`src/rtl/qpsk_demod_frame_if.sv`:
```
// Purpose : bundles the sample/reference inputs and the decoder-side symbol
//           handshake of qpsk_demod_frame into one port.
// Ports   : channel_out/GetSin/GetCos (signed DW samples), out_ready (decoder
//           accept) flow from master to slave; demodulation_out, out_valid,
//           frame_start, frame_end, in_frame, sym_drop flow from slave to master.
// Modports: master = channel model + decoder side, slave = demodulator.
interface qpsk_demod_frame_if #(
  parameter int DW = 9
);
  logic signed [DW-1:0] channel_out;
  logic signed [DW-1:0] GetSin;
  logic signed [DW-1:0] GetCos;
  logic [1:0]           demodulation_out;
  logic                 out_valid;
  logic                 out_ready;
  logic                 frame_start;
  logic                 frame_end;
  logic                 in_frame;
  logic                 sym_drop;

  modport master (
    output channel_out, GetSin, GetCos, out_ready,
    input  demodulation_out, out_valid, frame_start, frame_end, in_frame, sym_drop
  );

  modport slave (
    input  channel_out, GetSin, GetCos, out_ready,
    output demodulation_out, out_valid, frame_start, frame_end, in_frame, sym_drop
  );
endinterface

```
`src/rtl/qpsk_demod_frame.sv`:
```
// Purpose : QPSK correlator demodulator with frame acquisition; samples the
//           channel every OSR clocks, integrates x*sin / x*cos over SPS
//           samples and slices the two sum signs into a 2-bit symbol.
// Latency : out_valid rises on the edge that takes the last sample of a symbol.
// Backpressure: one-entry output register; a symbol completing while the
//           previous one is still unaccepted is dropped and sym_drop sticks.
// Ports   : clk, reset (sync, active-low); bus (slave modport) carries the
//           samples/references in and the symbol, valid/ready and frame flags.
module qpsk_demod_frame #(
  parameter int DW     = 9,
  parameter int OSR    = 4,
  parameter int SPS    = 32,
  parameter int SYMS   = 32,
  parameter int THRESH = 60,
  parameter int AW     = 2*DW + $clog2(SPS) + 1
) (
  input  logic                clk,
  input  logic                reset,
  qpsk_demod_frame_if.slave   bus
);

  localparam int PW = (OSR  > 1) ? $clog2(OSR)  : 1;
  localparam int SW = $clog2(SPS);
  localparam int YW = (SYMS > 1) ? $clog2(SYMS) : 1;

  localparam logic [PW-1:0] LAST_PHASE = PW'(OSR - 1);
  localparam logic [SW-1:0] LAST_SAMP  = SW'(SPS - 1);
  localparam logic [YW-1:0] LAST_SYM   = YW'(SYMS - 1);
  localparam logic [DW:0]   THR        = (DW+1)'(THRESH);

  typedef enum logic {
    HUNT = 1'b0,
    ACQ  = 1'b1
  } state_t;

  state_t               state_q, state_d;
  logic [PW-1:0]        phase_q, phase_d;
  logic [SW-1:0]        sample_q, sample_d;
  logic [YW-1:0]        sym_q, sym_d;
  logic signed [AW-1:0] sum_i_q, sum_i_d;
  logic signed [AW-1:0] sum_q_q, sum_q_d;
  logic [1:0]           dat_q, dat_d;
  logic                 vld_q, vld_d;
  logic                 start_q, start_d;
  logic                 fend_q, fend_d;
  logic                 drop_q, drop_d;

  logic                 tick;
  logic signed [DW:0]   x_wide;
  logic [DW:0]          x_mag;
  logic                 head;
  logic signed [AW-1:0] x_ext, sin_ext, cos_ext;
  logic signed [AW-1:0] prod_i, prod_q;
  logic signed [AW-1:0] acc_i, acc_q;
  logic                 sym_done, sym_last;

  // Symbol slicer: sign pair {I,Q} 00->01, 01->11, 10->00, 11->10,
  // which is simply {neg_q, ~neg_i}.
  function automatic logic [1:0] slice_sym(input logic neg_i, input logic neg_q);
    return {neg_q, ~neg_i};
  endfunction

  assign tick = (phase_q == LAST_PHASE);

  // Magnitude in DW+1 bits so the most negative sample maps to +2^(DW-1).
  assign x_wide = {bus.channel_out[DW-1], bus.channel_out};
  assign x_mag  = x_wide[DW] ? $unsigned(-x_wide) : $unsigned(x_wide);
  assign head   = (x_mag > THR);

  assign x_ext   = AW'(bus.channel_out);
  assign sin_ext = AW'(bus.GetSin);
  assign cos_ext = AW'(bus.GetCos);
  assign prod_i  = x_ext * sin_ext;
  assign prod_q  = x_ext * cos_ext;

  // Sums are always zero while hunting, so the same adder serves the head
  // sample and every later sample.
  assign acc_i = sum_i_q + prod_i;
  assign acc_q = sum_q_q + prod_q;

  always_comb begin
    state_d  = state_q;
    phase_d  = tick ? '0 : phase_q + 1'b1;
    sample_d = sample_q;
    sym_d    = sym_q;
    sum_i_d  = sum_i_q;
    sum_q_d  = sum_q_q;
    start_d  = 1'b0;
    sym_done = 1'b0;
    sym_last = 1'b0;

    case (state_q)
      HUNT: begin
        if (tick && head) begin
          state_d  = ACQ;
          start_d  = 1'b1;
          sum_i_d  = acc_i;
          sum_q_d  = acc_q;
          sample_d = SW'(1);
        end
      end
      ACQ: begin
        if (tick) begin
          if (sample_q == LAST_SAMP) begin
            sym_done = 1'b1;
            sum_i_d  = '0;
            sum_q_d  = '0;
            sample_d = '0;
            if (sym_q == LAST_SYM) begin
              sym_last = 1'b1;
              sym_d    = '0;
              state_d  = HUNT;
            end else begin
              sym_d = sym_q + 1'b1;
            end
          end else begin
            sum_i_d  = acc_i;
            sum_q_d  = acc_q;
            sample_d = sample_q + 1'b1;
          end
        end
      end
      default: state_d = HUNT;
    endcase

    // Output register: load when empty or being drained this edge, else drop.
    vld_d  = vld_q;
    dat_d  = dat_q;
    drop_d = drop_q;
    fend_d = sym_done & sym_last;
    if (sym_done) begin
      if (!vld_q || bus.out_ready) begin
        vld_d = 1'b1;
        dat_d = slice_sym(acc_i[AW-1], acc_q[AW-1]);
      end else begin
        drop_d = 1'b1;
      end
    end else if (vld_q && bus.out_ready) begin
      vld_d = 1'b0;
    end
  end

  always_ff @(posedge clk) begin
    if (!reset) begin
      state_q  <= HUNT;
      phase_q  <= '0;
      sample_q <= '0;
      sym_q    <= '0;
      sum_i_q  <= '0;
      sum_q_q  <= '0;
      dat_q    <= '0;
      vld_q    <= 1'b0;
      start_q  <= 1'b0;
      fend_q   <= 1'b0;
      drop_q   <= 1'b0;
    end else begin
      state_q  <= state_d;
      phase_q  <= phase_d;
      sample_q <= sample_d;
      sym_q    <= sym_d;
      sum_i_q  <= sum_i_d;
      sum_q_q  <= sum_q_d;
      dat_q    <= dat_d;
      vld_q    <= vld_d;
      start_q  <= start_d;
      fend_q   <= fend_d;
      drop_q   <= drop_d;
    end
  end

  assign bus.demodulation_out = dat_q;
  assign bus.out_valid        = vld_q;
  assign bus.frame_start      = start_q;
  assign bus.frame_end        = fend_q;
  assign bus.in_frame         = (state_q == ACQ);
  assign bus.sym_drop         = drop_q;

endmodule

```
`src/flat_wrapper.sv`:
```
// flat-port wrapper written by rule: the top's interface ports become plain ports
module qpsk_demod_frame_flat 
#(
  parameter int DW     = 9,
  parameter int OSR    = 4,
  parameter int SPS    = 32,
  parameter int SYMS   = 32,
  parameter int THRESH = 60,
  parameter int AW     = 2*DW + $clog2(SPS) + 1
)
  (clk, reset, bus_channel_out, bus_GetSin, bus_GetCos, bus_out_ready, bus_demodulation_out, bus_out_valid, bus_frame_start, bus_frame_end, bus_in_frame, bus_sym_drop);
  qpsk_demod_frame_if #(.DW(DW)) bus_i ();
  input  logic clk;
  input  logic reset;
  input wire logic [$bits(bus_i.channel_out)-1:0] bus_channel_out;
  input wire logic [$bits(bus_i.GetSin)-1:0] bus_GetSin;
  input wire logic [$bits(bus_i.GetCos)-1:0] bus_GetCos;
  input wire logic [$bits(bus_i.out_ready)-1:0] bus_out_ready;
  output wire logic [$bits(bus_i.demodulation_out)-1:0] bus_demodulation_out;
  output wire logic [$bits(bus_i.out_valid)-1:0] bus_out_valid;
  output wire logic [$bits(bus_i.frame_start)-1:0] bus_frame_start;
  output wire logic [$bits(bus_i.frame_end)-1:0] bus_frame_end;
  output wire logic [$bits(bus_i.in_frame)-1:0] bus_in_frame;
  output wire logic [$bits(bus_i.sym_drop)-1:0] bus_sym_drop;
  assign bus_i.channel_out = bus_channel_out;
  assign bus_i.GetSin = bus_GetSin;
  assign bus_i.GetCos = bus_GetCos;
  assign bus_i.out_ready = bus_out_ready;
  assign bus_demodulation_out = bus_i.demodulation_out;
  assign bus_out_valid = bus_i.out_valid;
  assign bus_frame_start = bus_i.frame_start;
  assign bus_frame_end = bus_i.frame_end;
  assign bus_in_frame = bus_i.in_frame;
  assign bus_sym_drop = bus_i.sym_drop;
  qpsk_demod_frame #(.DW(DW), .OSR(OSR), .SPS(SPS), .SYMS(SYMS), .THRESH(THRESH), .AW(AW)) u_core (.clk(clk), .reset(reset), .bus(bus_i));
endmodule
```
`config.mk`:
```
export PLATFORM = sky130hd
export DESIGN_NAME = qpsk_demod_frame_flat
export DESIGN_NICKNAME = d
export VERILOG_FILES = /design/src/rtl/qpsk_demod_frame_if.sv /design/src/rtl/qpsk_demod_frame.sv /design/src/flat_wrapper.sv
export SDC_FILE = /design/constraint.sdc
export NUM_CORES = 1
export LEC_CHECK = 0
export BUFFER_PORTS_ARGS = -buffer_cell sky130_fd_sc_hd__buf_4
export CAP_MARGIN = 10
export CELL_PAD_IN_SITES_DETAIL_PLACEMENT = 1
export CELL_PAD_IN_SITES_GLOBAL_PLACEMENT = 2
export CORE_MARGIN = 3
export CORE_UTILIZATION = 37
export CTS_CLUSTER_DIAMETER = 80
export CTS_CLUSTER_SIZE = 40
export DETAILED_ROUTE_END_ITERATION = 16
export GPL_TIMING_DRIVEN = 0
export PLACE_DENSITY_LB_ADDON = 0.1
export RECOVER_POWER = 50
export SYNTH_ARGS = -nofsm -noshare
export SYNTH_HDL_FRONTEND = slang
export SYNTH_SLANG_ARGS = --single-unit
```
`constraint.sdc`:
```
create_clock -name clk -period 8.62 [get_ports clk]
set_clock_uncertainty 0.1 [all_clocks]
set_input_delay 1.724 -clock clk [delete_from_list [all_inputs] [get_ports clk]]
set_output_delay 1.724 -clock clk [all_outputs]
set_load 0.05 [all_outputs]
```
Word level (Yosys, flattened, before mapping)
Index checks and enable logic that the tools add are counted.
- flip-flop bits (word level): 67
- bits in latches: 0
- RAM bits: 0
- bits in read-only memories: 0
- input bits: 30
- output and inout port bits: 7
- logic and storage cells: 72
- memories kept: 0
- $add $sub $neg: 6
- $mul: 2
- div/mod/pow operators: 0
- order comparisons: 1
- eq/ne operators: 6
- shift operators: 0
- muxes and demuxes: 29
- bitwise logic cells: 5
- reduce and logical (&&, ||, !) cells: 12
- operators by type and width (operator ; count):
    two-way mux 24 bit ; 6
    case mux 24 bit (2 select lines) ; 2
    adder 24 bit ; 2
    multiplier 9 x 9 -> 18 bit ; 2
    two-way mux 5 bit ; 4
    two-way mux 1 bit ; 14
    adder 5 x 1 -> 5 bit (second input constant) ; 2
    equality test 5 bit (second input constant) ; 2
    > comparator 10 x 6 -> 1 bit (second input constant) ; 1
    two-way mux 10 bit ; 1
    negator 9 -> 10 bit ; 1
    case mux 5 bit (2 select lines) ; 1
    AND reduction 2 bit ; 4
    != test 2 bit (second input constant) ; 2
    inverter 1 bit ; 4
    OR reduction 2 bit ; 2
    AND reduction 3 bit ; 1
    adder 2 x 1 -> 2 bit (second input constant) ; 1
    equality test 2 bit (second input constant) ; 1
    logical AND 1 bit ; 2
    != test 2 x 1 -> 1 bit (second input constant) ; 1
    case mux 1 bit (2 select lines) ; 1
    nonzero test 2 bit ; 1
    bitwise AND 1 bit ; 1
    other kinds (2) ; 2

Depth between registers and ports, before layout
Gate-level depths: netlist of the first run.
- word-level depth: 6
- mapped depth: 30
- gate-level depth less buffers: 28

Worst setup path after synthesis of the first run
OpenSTA, ideal clock, no wires.
- kind: in2reg
- from: input bus_channel_out[8]
- to: register u_core.sum_i_q[23]
- library setup time: 0.060 ns
- arrival time: 8.128 ns
- required time: 8.460 ns
- path slack: 0.332 ns
- stages: 25
- path buffers: 2
- cells stage by stage: clkbuf_1 > clkbuf_1 > nand2_1 > fa_1 > inv_1 > fa_1 > fa_1 > fa_1 > fa_1 > ha_1 > o21a_1 > o31a_1 > o41ai_2 > o2111ai_1 > o211ai_1 > xor2_1 > inv_1 > ha_1 > a21o_1 > a21o_1 > a21oi_1 > o21ai_0 > or3_1 > a211oi_1 > a311o_1
- word-level cells in the longest chain between the ends: 6
- elaborated cells on any way between the ends: 12
- classes of those cells: add/sub (2); mul (1); order compare (1); eq/ne (1); mux (5); reduce/logical (2)
- ends and longest elaborated chain (what ; line ; text):
    start, declared ; flat_wrapper.sv:15 ; input wire logic [$bits(bus_i.channel_out)-1:0] bus_channel_out;
    branches (longest 6 deep; another with adder 24 bit) ; - ;
    end signal, assigned ; qpsk_demod_frame.sv:161 ; sum_i_q <= sum_i_d;
    end, declared ; qpsk_demod_frame.sv:40 ; logic signed [AW-1:0] sum_i_q, sum_i_d;
Parallel ways; which one is timed is not known. The select of a mux whose other input is x is not followed.
A chain may end at the register's enable or synchronous reset.

Final worst setup path of the first run
Same ends and word-level chain as after synthesis.

==> results of run 1 <==
[path summary, 6_finish.rpt]
kind / to / start / cells past startpoint
setup / recovery: u_core.sum_i_q[23] / bus_channel_out[8] / 24
hold / removal: u_core.phase_q[0] / u_core.phase_q[0] / 1
setup reg to reg: u_core.sum_i_q[9] / u_core.phase_q[0] / 9
hold reg to reg: u_core.phase_q[0] / u_core.phase_q[0] / 1
[per-layer routing]
| layer | routed length [µm] | share of wire | track usage |
|---|---|---|---|
| met3 | 632 | 0.020 | 0.0241 |
| met2 | 15400 | 0.50 | 0.339 |
| met1 | 14600 | 0.47 | 0.273 |
| met5 | 0 | 0 | 0 |
| met4 | 240 | 0.0078 | 0.0241 |
[logic make-up (layout without fill, tap and decap cells)]
kind of cell,count (synthesis),count (layout),share of synthesized area
adder cells (fa/ha/maj),272,272,0.401
AND/OR/NAND/NOR,435,435,0.201
buffers and inverters,229,259,0.0800
AO/OA/AOI/OAI,244,244,0.152
flip-flops,67,67,0.120
XOR/XNOR,58,58,0.0456
[timing repair]
| action | in CTS | in global routing |
|---|---|---|
| endpoints found under the setup margin | 17 | 12 |
| buffers inserted | 0 | 2 |
| gates resized for setup | 15 | 25 |
| pin swaps | 1 | 1 |
[sequential cells by signal, summed over array words and instances (netlist names)]
register / count
u_core.bus.sym_drop: 1
u_core.bus.out_valid: 1
u_core.bus.frame_start: 1
u_core.sum_i_q: 24
u_core.sum_q_q: 24
u_core.phase_q: 2
u_core.bus.demodulation_out: 2
u_core.bus.frame_end: 1
u_core.sym_q: 5
u_core.sample_q: 5
u_core.bus.in_frame: 1
[cell usage in the layout, fill, tap and decap left out, drive strengths merged, types with 14 or more instances in the layout]
cell / netlist / layout
fa: 142 / 142
a21oi: 57 / 57
xor2: 14 / 14
dfxtp: 67 / 67
nor2: 48 / 48
buf: 14 / 30
clkbuf: 36 / 45
inv: 179 / 178
a21o: 17 / 17
and2: 72 / 72
nand3: 46 / 46
ha: 130 / 130
nand2: 135 / 135
xnor2: 44 / 44
nor3: 28 / 28
o21a: 20 / 20
nor2b: 36 / 36
a21boi: 25 / 25
o21ai: 40 / 40
[cells in the mapped netlist (10+ instances only)]
cell type	number
sky130_fd_sc_hd__or3_1	10
sky130_fd_sc_hd__a21boi_0	11
sky130_fd_sc_hd__nor2_1	48
sky130_fd_sc_hd__a21boi_1	13
sky130_fd_sc_hd__dfxtp_1	67
sky130_fd_sc_hd__and3_1	11
sky130_fd_sc_hd__and2_1	72
sky130_fd_sc_hd__fa_1	142
sky130_fd_sc_hd__o21ai_0	37
sky130_fd_sc_hd__xnor2_1	44
sky130_fd_sc_hd__ha_1	130
sky130_fd_sc_hd__clkbuf_1	35
sky130_fd_sc_hd__o21a_1	20
sky130_fd_sc_hd__a21oi_1	55
sky130_fd_sc_hd__inv_1	179
sky130_fd_sc_hd__nor3_1	27
sky130_fd_sc_hd__nand2_1	135
sky130_fd_sc_hd__xor2_1	14
sky130_fd_sc_hd__nor2b_1	36
sky130_fd_sc_hd__nand3_1	45
sky130_fd_sc_hd__a21o_1	17
[area by class of cell]
| type | count | area (µm²) |
|---|---|---|
| Fill cell | 3549 | 17100 |
| Multi-Input combinational cell | 1009 | 8950 |
| Sequential cell | 67 | 1340 |
| Inverter | 179 | 676 |
| Tap cell | 384 | 480 |
| Clock buffer | 11 | 233 |
| Timing Repair Buffer | 29 | 188 |
| Buffer | 35 | 176 |
| Clock inverter | 5 | 30.0 |
[stage by stage]
step | instances | setup TNS (ps)
finish | 1719 | 0
global route | 1719 | -12.9
CTS | 1722 | 0
detailed placement | 1716 | -16630
global placement | 1716 | -15560
floorplan | 1305 | 0
==> metrics.yaml, run 1 <==
clock_network:
  cts-hold-fix-buffers: 0
  cts.reportedPaths.clkPinSlew_ps: 60
  clock_tree.htree_level_count: 3
  cts_root_buffer: "sky130_fd_sc_hd__clkbuf_16"
  number_of_buffers_on_the_longest_clock_path: 2
  clock-sinks: 67
  cts_tree: "done"
  cts-buffers-inserted: 9
  worstSkewPairLatency_ps: 350
synth:
  ys_seq_area_frac: 0.120
  synth_area_per_cell_um2: 8.54
  synth-warning-count: 0
  postSynth.asyncResetShare: 0
  synth-edff-count: 0
  synth_cell_type_count: 76
  ys_ff_latch: 67
  synth_top_area_share: 0.255
  synth_area_leader_cell: "sky130_fd_sc_hd__fa_1"
  synth_area_leaders: "sky130_fd_sc_hd__fa_1 (26%), sky130_fd_sc_hd__ha_1 (15%), sky130_fd_sc_hd__dfxtp_1 (12%)"
  mappedNetlistArea_um2: 11100
  synthFlopType: "sky130_fd_sc_hd__dfxtp_1"
  synth_net_count: 1607
  synthCells: 1305
floorplan:
  die_width_um: 180
  placement_rows: 62
  core_area_um2: 29200
  fp.dieArea_um2: 32200
  initial_utilization: 0.382
  die_h_um: 180
  pin_count: 37
sta:
  finalHoldWorstSlack_ps: 327
  maxSlewHeadroom: -0.0962
  slew_of_the_pin_with_the_lowest_slew_margin_ps: 1630
  fin_hold_viols: 0
  max_freq_mhz: 121
  timing.final.setup_violations: 0
  post-route-period-util: 0.961
  fin_crit_ps: 8280
  layout_setup_ws_ps: 336
  slew_violations: 10
layout:
  antenna_cells: 0
  final_design_area_no_fill_um2: 12100
  areaGrowthSynthToFinish_pct: 8.42
  nNetsFinal: 1632
  postLayoutCoreUtil: 0.414
  drive_gt1_frac: 0.0562
grt:
  grt_pass1_vias: 9572
  grt_start_max_net_pins: 23
  initial_antenna_violation_count: 0
  grt_first_pass_wirelength_um: 51600
  grt_overflow: 0
  track_usage: 0.197
worst_setup_path:
  critical_path.n_buffers_inverters: 3
  cp.required_ps: 8750
  cp.arrival_ps: 8420
  critical-path-slowest-cell: "sky130_fd_sc_hd__fa_1"
  regToRegSetupSlack_ps: 5200
  crit_path_kind: "input pin to flop"
  cp_common_cell: "sky130_fd_sc_hd__fa_1"
  crit_fanout: 12
  setup.worst_path.start_class: "input pin"
  end_kind: "flop"
  critPathTopFamily: "adder cells"
  timing.critical_path.cells: "buf_4 > buf_4 > nand2_1 > fa_1 > inv_1 > fa_1 > fa_1 > fa_1 > fa_1 > ha_1 > nor2b_1 > o21ai_0 > a21oi_1 > a41o_1 > o41ai_2 > xnor2_2 > ha_4 > and4_2 > nand2_1 > a211o_1 > a211oi_4 > or3_1 > a211oi_1 > a311o_1"
  max_stage_delay_ps: 580
placed_design:
  buffer_ports.inserted: 27
  detailed_place_hpwl_um: 25600
  global_placer_s_final_weighted_congestion: 0.789
  place_ws_ps: -1470
  postPlaceCellArea_um2: 11800
detailed_routing:
  detail-route-antenna-nets: 0
  drt-vias-per-instance: 5.30
  initialDrtViolationCount: 303
  first_pass_iteration_count_of_the_detailed_router: 4
  vias_after_detailed_routing: 9108
  detail_route.drc_violations: 0
  postRouteWirelength_um: 30900
  detail_route.wl_per_cell_um: 18.0
run_status:
  violations: "max-capacitance violations, max-slew violations"
  status: "finished with violations"
min_path:
  hold_path.class: "flop to flop"
run:
  max_cap_violations: 1
Power of run 1 is not shown: default switching activity piles up to over one toggle a cycle in this logic, so the estimate is an artifact.
==> run 2, diff against run 1 <==
--- a/config.mk
+++ b/config.mk
@@ -9,7 +9,6 @@
 export CAP_MARGIN = 10
 export CELL_PAD_IN_SITES_DETAIL_PLACEMENT = 1
 export CELL_PAD_IN_SITES_GLOBAL_PLACEMENT = 2
-export CORE_MARGIN = 3
 export CORE_UTILIZATION = 37
 export CTS_CLUSTER_DIAMETER = 80
 export CTS_CLUSTER_SIZE = 40
==> constraint.sdc (replaced) <==
create_clock -name clk -period 6.63 [get_ports clk]
set_clock_uncertainty 0.1 [all_clocks]
set_input_delay 1.326 -clock clk [delete_from_list [all_inputs] [get_ports clk]]
set_output_delay 1.326 -clock clk [all_outputs]
set_load 0.05 [all_outputs]
==> run 2 against run 1 <==
Compared with the run above: the flow finishes with violations (max-capacitance violations, max-slew violations, negative setup slack); critical path type unchanged; first-iteration DRC count grew 26%; worst setup slack lost 980 ps; die area shrank 4.4%; sequential share of layout area shrank 1.8 points; global-route usage grew 3.0 points; final area grew 19%.
==> metrics.yaml, run 2 (synthesized netlist as in run 1, its figures left out) <==
worst_setup_path:
  critPathTopFamily: "adder cells"  # unchanged
  crit_path_kind: "input pin to flop"  # unchanged
  setup.worst_path.start_class: "input pin"  # unchanged
  critical-path-slowest-cell: "sky130_fd_sc_hd__fa_1"  # unchanged
  critical_path.n_buffers_inverters: 8  # was 3
  max_stage_delay_ps: 550  # was 580 ps
  cp.required_ps: 6790  # was 8750 ps
  cp.arrival_ps: 7440  # was 8420 ps
  end_kind: "flop"  # unchanged
  crit_fanout: 6  # was 12
placed_design:
  place_inst: 1722  # was 1716
  global_placer_s_final_weighted_congestion: 0.801  # was 0.789
  detailed_place_hpwl_um: 26000  # was 25600 µm
  buffer_ports.inserted: 27  # unchanged
  place_ws_ps: -2300  # was -1470 ps
sta:
  fin_hold_viols: 0  # unchanged
  grt_setup_unrepaired: "true"
  post-route-period-util: 1.10
  max_freq_mhz: 137
  timing.final.setup_violations: 23  # was 0
  slew_violations: 10  # unchanged
  layout_setup_ws_ps: -648  # was 336 ps
  maxSlewHeadroom: -0.0130  # was -0.0962
  slew_of_the_pin_with_the_lowest_slew_margin_ps: 1510  # was 1630 ps
  fin_crit_ps: 7280
detailed_routing:
  detail-route-antenna-nets: 0  # unchanged
  drt-vias-per-instance: 5.24  # was 5.30
  first_pass_iteration_count_of_the_detailed_router: 5  # was 4
  detail_route.drc_violations: 0  # unchanged
  postRouteWirelength_um: 34800  # was 30900 µm
  initialDrtViolationCount: 383  # was 303
  vias_after_detailed_routing: 9620  # was 9108
  detail_route.wl_per_cell_um: 18.9  # was 18.0 µm
grt:
  track_usage: 0.227  # was 0.197
  initial_antenna_violation_count: 0  # unchanged
  grt_start_max_net_pins: 15  # was 23
  grt_overflow: 0  # unchanged
  grt_pass1_vias: 10200  # was 9572
  grt_first_pass_wirelength_um: 55100  # was 51600 µm
floorplan:
  initial_utilization: 0.376  # was 0.382
  die_h_um: 176  # was 180 µm
  placement_rows: 63  # was 62
  die_width_um: 176  # was 180 µm
  fp.dieArea_um2: 30800  # was 32200 µm²
  pin_count: 37  # unchanged
  core_area_um2: 29600  # was 29200 µm²
layout:
  drive_gt1_frac: 0.250  # was 0.0562
  num-fill-cells: 3426  # was 3549
  antenna_cells: 0  # unchanged
  nNetsFinal: 1743  # was 1632
  areaGrowthSynthToFinish_pct: 29.6  # was 8.42%
  final_cells: 1836  # was 1719
  multiInputGateArea_um2: 10000  # was 8950 µm²
  seq_area_um2: 1340  # unchanged
  highest_count_cells_in_the_layout_ignoring_fill_and_taps: "sky130_fd_sc_hd__inv_1 (165), sky130_fd_sc_hd__fa_1 (131), sky130_fd_sc_hd__nand2_1 (117)"  # was sky130_fd_sc_hd__inv_1 (177), sky130_fd_sc_hd__fa_1 (142), sky130_fd_sc_hd__nand2_1 (135)
  layout.cells.most_common: "sky130_fd_sc_hd__inv_1"  # unchanged
  reg.largest.list: "u_core.sum_i_q: 24 flops, u_core.sum_q_q: 24 flops"  # unchanged
clock_network:
  cts_tree: "done"  # unchanged
  cts_root_buffer: "sky130_fd_sc_hd__clkbuf_16"  # unchanged
  cts-hold-fix-buffers: 0  # unchanged
  clock_tree.htree_level_count: 3  # unchanged
  number_of_buffers_on_the_longest_clock_path: 2  # unchanged
  cts.reportedPaths.clkPinSlew_ps: 60  # about the same
  clock-sinks: 67  # unchanged
  worstSkewPairLatency_ps: 340  # was 350 ps
  cts-buffers-inserted: 9  # unchanged
run:
  max_cap_violations: 1  # unchanged
min_path:
  hold_path.class: "flop to flop"  # unchanged
run_status:
  violations: "max-capacitance violations, max-slew violations, negative setup slack"  # was max-capacitance violations, max-slew violations
  status: "finished with violations"  # unchanged
run 2: cell count changes in the layout (fill, tap and decap cells not counted), moves of 12 or more:
cell / previous run / this run
sky130_fd_sc_hd__o21ai_0: 37 / 17
sky130_fd_sc_hd__a21oi_1: 55 / 36
sky130_fd_sc_hd__inv_1: 177 / 165
sky130_fd_sc_hd__o21ai_2: 1 / 13
sky130_fd_sc_hd__ha_4: 1 / 24
sky130_fd_sc_hd__ha_1: 128 / 95
sky130_fd_sc_hd__buf_4: 23 / 99
sky130_fd_sc_hd__nand2_1: 135 / 117
sky130_fd_sc_hd__buf_6: 3 / 22
run 2: layer usage:
layer	track usage	routed length [µm]
met5	0	0
met4	0.0500	433
met3	0.0156	741
met2	0.382	16900
met1	0.318	16700
run 2: worst paths after layout:
| kind | startpoint | endpoint | slack [ps] | depth (start not counted) |
|---|---|---|---|---|
| max | bus_channel_out[7] | u_core.bus.demodulation_out[1] | -650 | 28 |
| min | u_core.phase_q[0] | u_core.phase_q[0] | 330 | 1 |
| max reg2reg | u_core.phase_q[0] | u_core.sum_q_q[23] | 3350 | 8 |
| min reg2reg | u_core.phase_q[0] | u_core.phase_q[0] | 330 | 1 |
run 2: cell type report:
class                   instances  area share
repair buffers                134      0.0827
inverters                     179      0.0484
clock buffers                   9      0.0156
flip-flops and latches         67      0.0929
well taps                     390      0.0338
plain buffers                  41      0.0273
multi-input cells            1009       0.694
clock inverters                 7     0.00477
run 2: stage by stage:
step	hold slack [ps]	TNS [ps]	utilization	area, µm²
4_1_cts	335	-8850	0.455	13500
2_1_floorplan	303	-7020	-	11600
3_5_place_dp	326	-35090	0.415	12300
6_report	331	-8810	0.487	14400
3_3_place_gp	311	-33840	0.415	12300
5_1_grt	356	-14300	0.487	14400
run 2: worst reg2reg max path, delay by kind of cell (launching register included):
kind	cells	cell delay [ps]
AOI/OAI and AO/OA	3	1740
adders and majority gates	1	140
buffers and inverters	2	290
DFF	1	330
and+or+nand+nor	2	630
run 2: what timing repair did:
action / in CTS / in global routing
resized for setup: 107 / 154
buffers inserted: 65 / 44
pin swaps: 70 / 89
endpoints found under the setup margin: 31 / 29
gates cloned: 1 / 0
Power of run 2 is left out for the same reason.
==> run 3, diff against run 2 <==
--- a/config.mk
+++ b/config.mk
@@ -5,11 +5,12 @@
 export SDC_FILE = /design/constraint.sdc
 export NUM_CORES = 1
 export LEC_CHECK = 0
+export ABC_AREA = 1
 export BUFFER_PORTS_ARGS = -buffer_cell sky130_fd_sc_hd__buf_4
 export CAP_MARGIN = 10
 export CELL_PAD_IN_SITES_DETAIL_PLACEMENT = 1
 export CELL_PAD_IN_SITES_GLOBAL_PLACEMENT = 2
-export CORE_UTILIZATION = 37
+export CORE_UTILIZATION = 34
 export CTS_CLUSTER_DIAMETER = 80
 export CTS_CLUSTER_SIZE = 40
 export DETAILED_ROUTE_END_ITERATION = 16
==> run 3 against run 2 <==
Compared with the run above: the flow finishes with violations (negative setup slack); first-iteration DRC count fell by 22%; worst hold slack improved by 8.2 ps; synthesized area up 5.5%; critical path depth rose by 2; worst setup slack improved by 640 ps; clock-buffer cell count up 1; sequential share of layout area shrank 0.64 points; global-route usage shrank 0.77 points; sequential cell count is the same; maximum frequency increased by 9.7%; via count up 12%; critical path type unchanged.
==> metrics.yaml, run 3 <==
layout:
  layout.cells.most_common: "sky130_fd_sc_hd__nand2_1"  # was sky130_fd_sc_hd__inv_1
  areaGrowthSynthToFinish_pct: 31.8  # was 29.6%
  nNetsFinal: 2097  # was 1743
  drive_gt1_frac: 0.239  # was 0.250
  antenna_cells: 0  # unchanged
  highest_count_cells_in_the_layout_ignoring_fill_and_taps: "sky130_fd_sc_hd__nand2_1 (416), sky130_fd_sc_hd__inv_1 (309), sky130_fd_sc_hd__fa_1 (129)"  # was sky130_fd_sc_hd__inv_1 (165), sky130_fd_sc_hd__fa_1 (131), sky130_fd_sc_hd__nand2_1 (117)
  final_cells: 2248  # was 1836
  reg.largest.list: "u_core.sum_i_q: 24 flops, u_core.sum_q_q: 24 flops"  # unchanged
  postLayoutCoreUtil: 0.459  # was 0.487
  num-fill-cells: 4086  # was 3426
clock_network:
  cts_tree: "done"  # unchanged
  cts.reportedPaths.clkPinSlew_ps: 60  # about the same
  cts_root_buffer: "sky130_fd_sc_hd__clkbuf_16"  # unchanged
  worstSkewPairLatency_ps: 350  # was 340 ps
  clock-sinks: 67  # unchanged
  clock_tree.htree_level_count: 3  # unchanged
  cts-hold-fix-buffers: 0  # unchanged
  cts-buffers-inserted: 9  # unchanged
  number_of_buffers_on_the_longest_clock_path: 2  # unchanged
worst_setup_path:
  critical_path.reg2reg.startpoint: "u_core.sum_q_q[0]"  # was u_core.phase_q[0]
  crit_fanout: 4  # was 6
  regToRegSetupSlack_ps: 3660  # was 3350 ps
  setup.worst_path.start_class: "input pin"  # unchanged
  end_kind: "flop"  # unchanged
  critical-path-slowest-cell: "sky130_fd_sc_hd__fa_1"  # unchanged
  cp.required_ps: 6790  # about the same
  max_stage_delay_ps: 560  # was 550 ps
  cp_common_cell: "sky130_fd_sc_hd__fa_1"
  crit_path_start: "bus_channel_out[7]"  # unchanged
  crit_path_kind: "input pin to flop"  # unchanged
  cp.arrival_ps: 6790  # was 7440 ps
grt:
  track_usage: 0.219  # was 0.227
  grt_overflow: 0  # unchanged
  grt_first_pass_wirelength_um: 61400  # was 55100 µm
  grt_start_max_net_pins: 14  # was 15
  grt_pass1_vias: 11600  # was 10.2k
  initial_antenna_violation_count: 0  # unchanged
synth:
  main_combinational_cell_family_by_area_after_synthesis: "adder cells"  # unchanged
  synth_compound_gate_area_share: 0.0916  # was 0.152
  synth_cell_type_count: 39  # was 76
  yosys.area_share.adder: 0.380  # was 0.401
  synth_net_count: 1994  # was 1607
  synthMostInstantiatedCell: "sky130_fd_sc_hd__nand2_1"  # was sky130_fd_sc_hd__inv_1
  post_synth_most_frequent_cells: "sky130_fd_sc_hd__nand2_1 (472), sky130_fd_sc_hd__inv_1 (333), sky130_fd_sc_hd__fa_1 (142)"  # was sky130_fd_sc_hd__inv_1 (179), sky130_fd_sc_hd__fa_1 (142), sky130_fd_sc_hd__nand2_1 (135)
  synth-edff-count: 0  # unchanged
  ys_seq_area_frac: 0.114  # was 0.120
  postSynth.asyncResetShare: 0  # unchanged
  synth.area.mux_share: 0  # unchanged
  mappedNetlistArea_um2: 11800  # was 11100 µm²
  synth_area_per_cell_um2: 6.95  # was 8.54 µm²
  ys_ff_latch: 67  # unchanged
  synth_area_leaders: "sky130_fd_sc_hd__fa_1 (24%), sky130_fd_sc_hd__nand2_1 (15%), sky130_fd_sc_hd__ha_1 (14%)"  # was sky130_fd_sc_hd__fa_1 (26%), sky130_fd_sc_hd__ha_1 (15%), sky130_fd_sc_hd__dfxtp_1 (12%)
  synth-warning-count: 0  # unchanged
  synthesized_area_fraction_occupied_by_and_or_nand_nor_cells: 0.245  # was 0.201
  synthCells: 1692  # was 1305
  synth_area_leader_cell: "sky130_fd_sc_hd__fa_1"  # unchanged
  yosys.area_share.xor_xnor: 0.0410  # was 0.0456
  synth_top_area_share: 0.242  # was 0.255
  synthFlopType: "sky130_fd_sc_hd__dfxtp_1"  # unchanged
sta:
  slew_of_the_pin_with_the_lowest_slew_margin_ps: 813  # was 1510 ps
  post-route-period-util: 1.00  # was 1.10
  timing.final.setup_violations: 3  # was 23
  layout_setup_ws_ps: -5.82  # was -648 ps
  max_freq_mhz: 151  # was 137 MHz
  fin_crit_ps: 6640  # was 7280 ps
  slew_violations: 0  # was 10
  fin_hold_viols: 0  # unchanged
  maxSlewHeadroom: 0.453  # was -0.0130
  grt_setup_unrepaired: "true"  # unchanged
run_status:
  status: "finished with violations"  # unchanged
  violations: "negative setup slack"  # was max-capacitance violations, max-slew violations, negative setup slack
placed_design:
  buffer_ports.inserted: 19  # was 27
  place_inst: 2159  # was 1722
  detailed_place_hpwl_um: 29400  # was 26000 µm
  global_placer_s_final_weighted_congestion: 0.832  # was 0.801
floorplan:
  placement_rows: 67  # was 63
  initial_utilization: 0.348  # was 0.376
  pin_count: 37  # unchanged
  die_width_um: 188  # was 176 µm
  fp.dieArea_um2: 35300  # was 30800 µm²
  core_area_um2: 33800  # was 29600 µm²
  die_h_um: 188  # was 176 µm
run:
  max_cap_violations: 0  # was 1
detailed_routing:
  vias_after_detailed_routing: 10800  # was 9620
  drt-vias-per-instance: 4.81  # was 5.24
  first_pass_iteration_count_of_the_detailed_router: 5  # unchanged
  postRouteWirelength_um: 37400  # was 34800 µm
  detail_route.drc_violations: 0  # unchanged
  initialDrtViolationCount: 300  # was 383
  detail_route.wl_per_cell_um: 16.6  # was 18.9 µm
  detail-route-antenna-nets: 0  # unchanged
min_path:
  hold_path.class: "flop to flop"  # unchanged
  min-delay-start: "u_core.phase_q[0]"  # unchanged
-- run 3: critical path, delay by kind of cell --
kind            cells  cell delay, ps
xor+xnor            1             160
compound gates      3             330
buf+inv             7             520
fa+ha+maj           7            3170
simple gates       12            1250
-- run 3: worst paths after layout --
path                            depth (start not counted)                              to
worst max-delay path                                   30  u_core.bus.demodulation_out[1]
worst min register to register                          1               u_core.phase_q[0]
worst min-delay path                                    1               u_core.phase_q[0]
worst max register to register                         10              u_core.sum_q_q[16]
-- run 3: logic make-up after synthesis --
logic type,count (synthesis)
AO/OA/AOI/OAI,199
AND/OR/NAND/NOR,711
adder cells (fa/ha/maj),272
flip-flops,67
XOR/XNOR,55
buffers and inverters,388
-- run 3: layout make-up --
cell class              instances  area [µm²]  share of cell area
well taps                     448         561              0.0362
repair buffers                100         930              0.0600
multi-input cells            1237       10600               0.687
clock buffers                  10         229              0.0148
flip-flops and latches         67        1340              0.0865
clock inverters                 6        90.1             0.00581
plain buffers                  44         418              0.0270
inverters                     336        1280              0.0827
-- run 3: routing by layer --
layer / GRT usage / share of wire / vias up
met2: 0.379 / 0.49 / 100
met3: 0.0131 / 0.017 / 30
li1: - / - / 5407
met1: 0.297 / 0.47 / 5282
met4: 0.0557 / 0.016 / 0
met5: 0 / 0 / -
-- run 3: stage by stage --
step                      worst slack [ps]  setup TNS, ps  area [µm²]  hold slack (ps)
after floorplan                      -8.17          -15.9       12400              304
after global placement               -1120         -24540       13100              313
after detailed placement             -1150         -24980       13100              331
after CTS                            -91.7           -260       14700              340
after global routing                  -274          -3950       15500              371
final                                -5.82          -10.6       15500              339
-- run 3: timing repair --
item | 4_1_cts | 5_1_grt
resized for setup | 185 | 167
cloned | 2 | 0
setup endpoints to repair | 28 | 28
pin swaps | 82 | 102
setup buffers | 58 | 21
Power of run 3 is left out for the same reason.
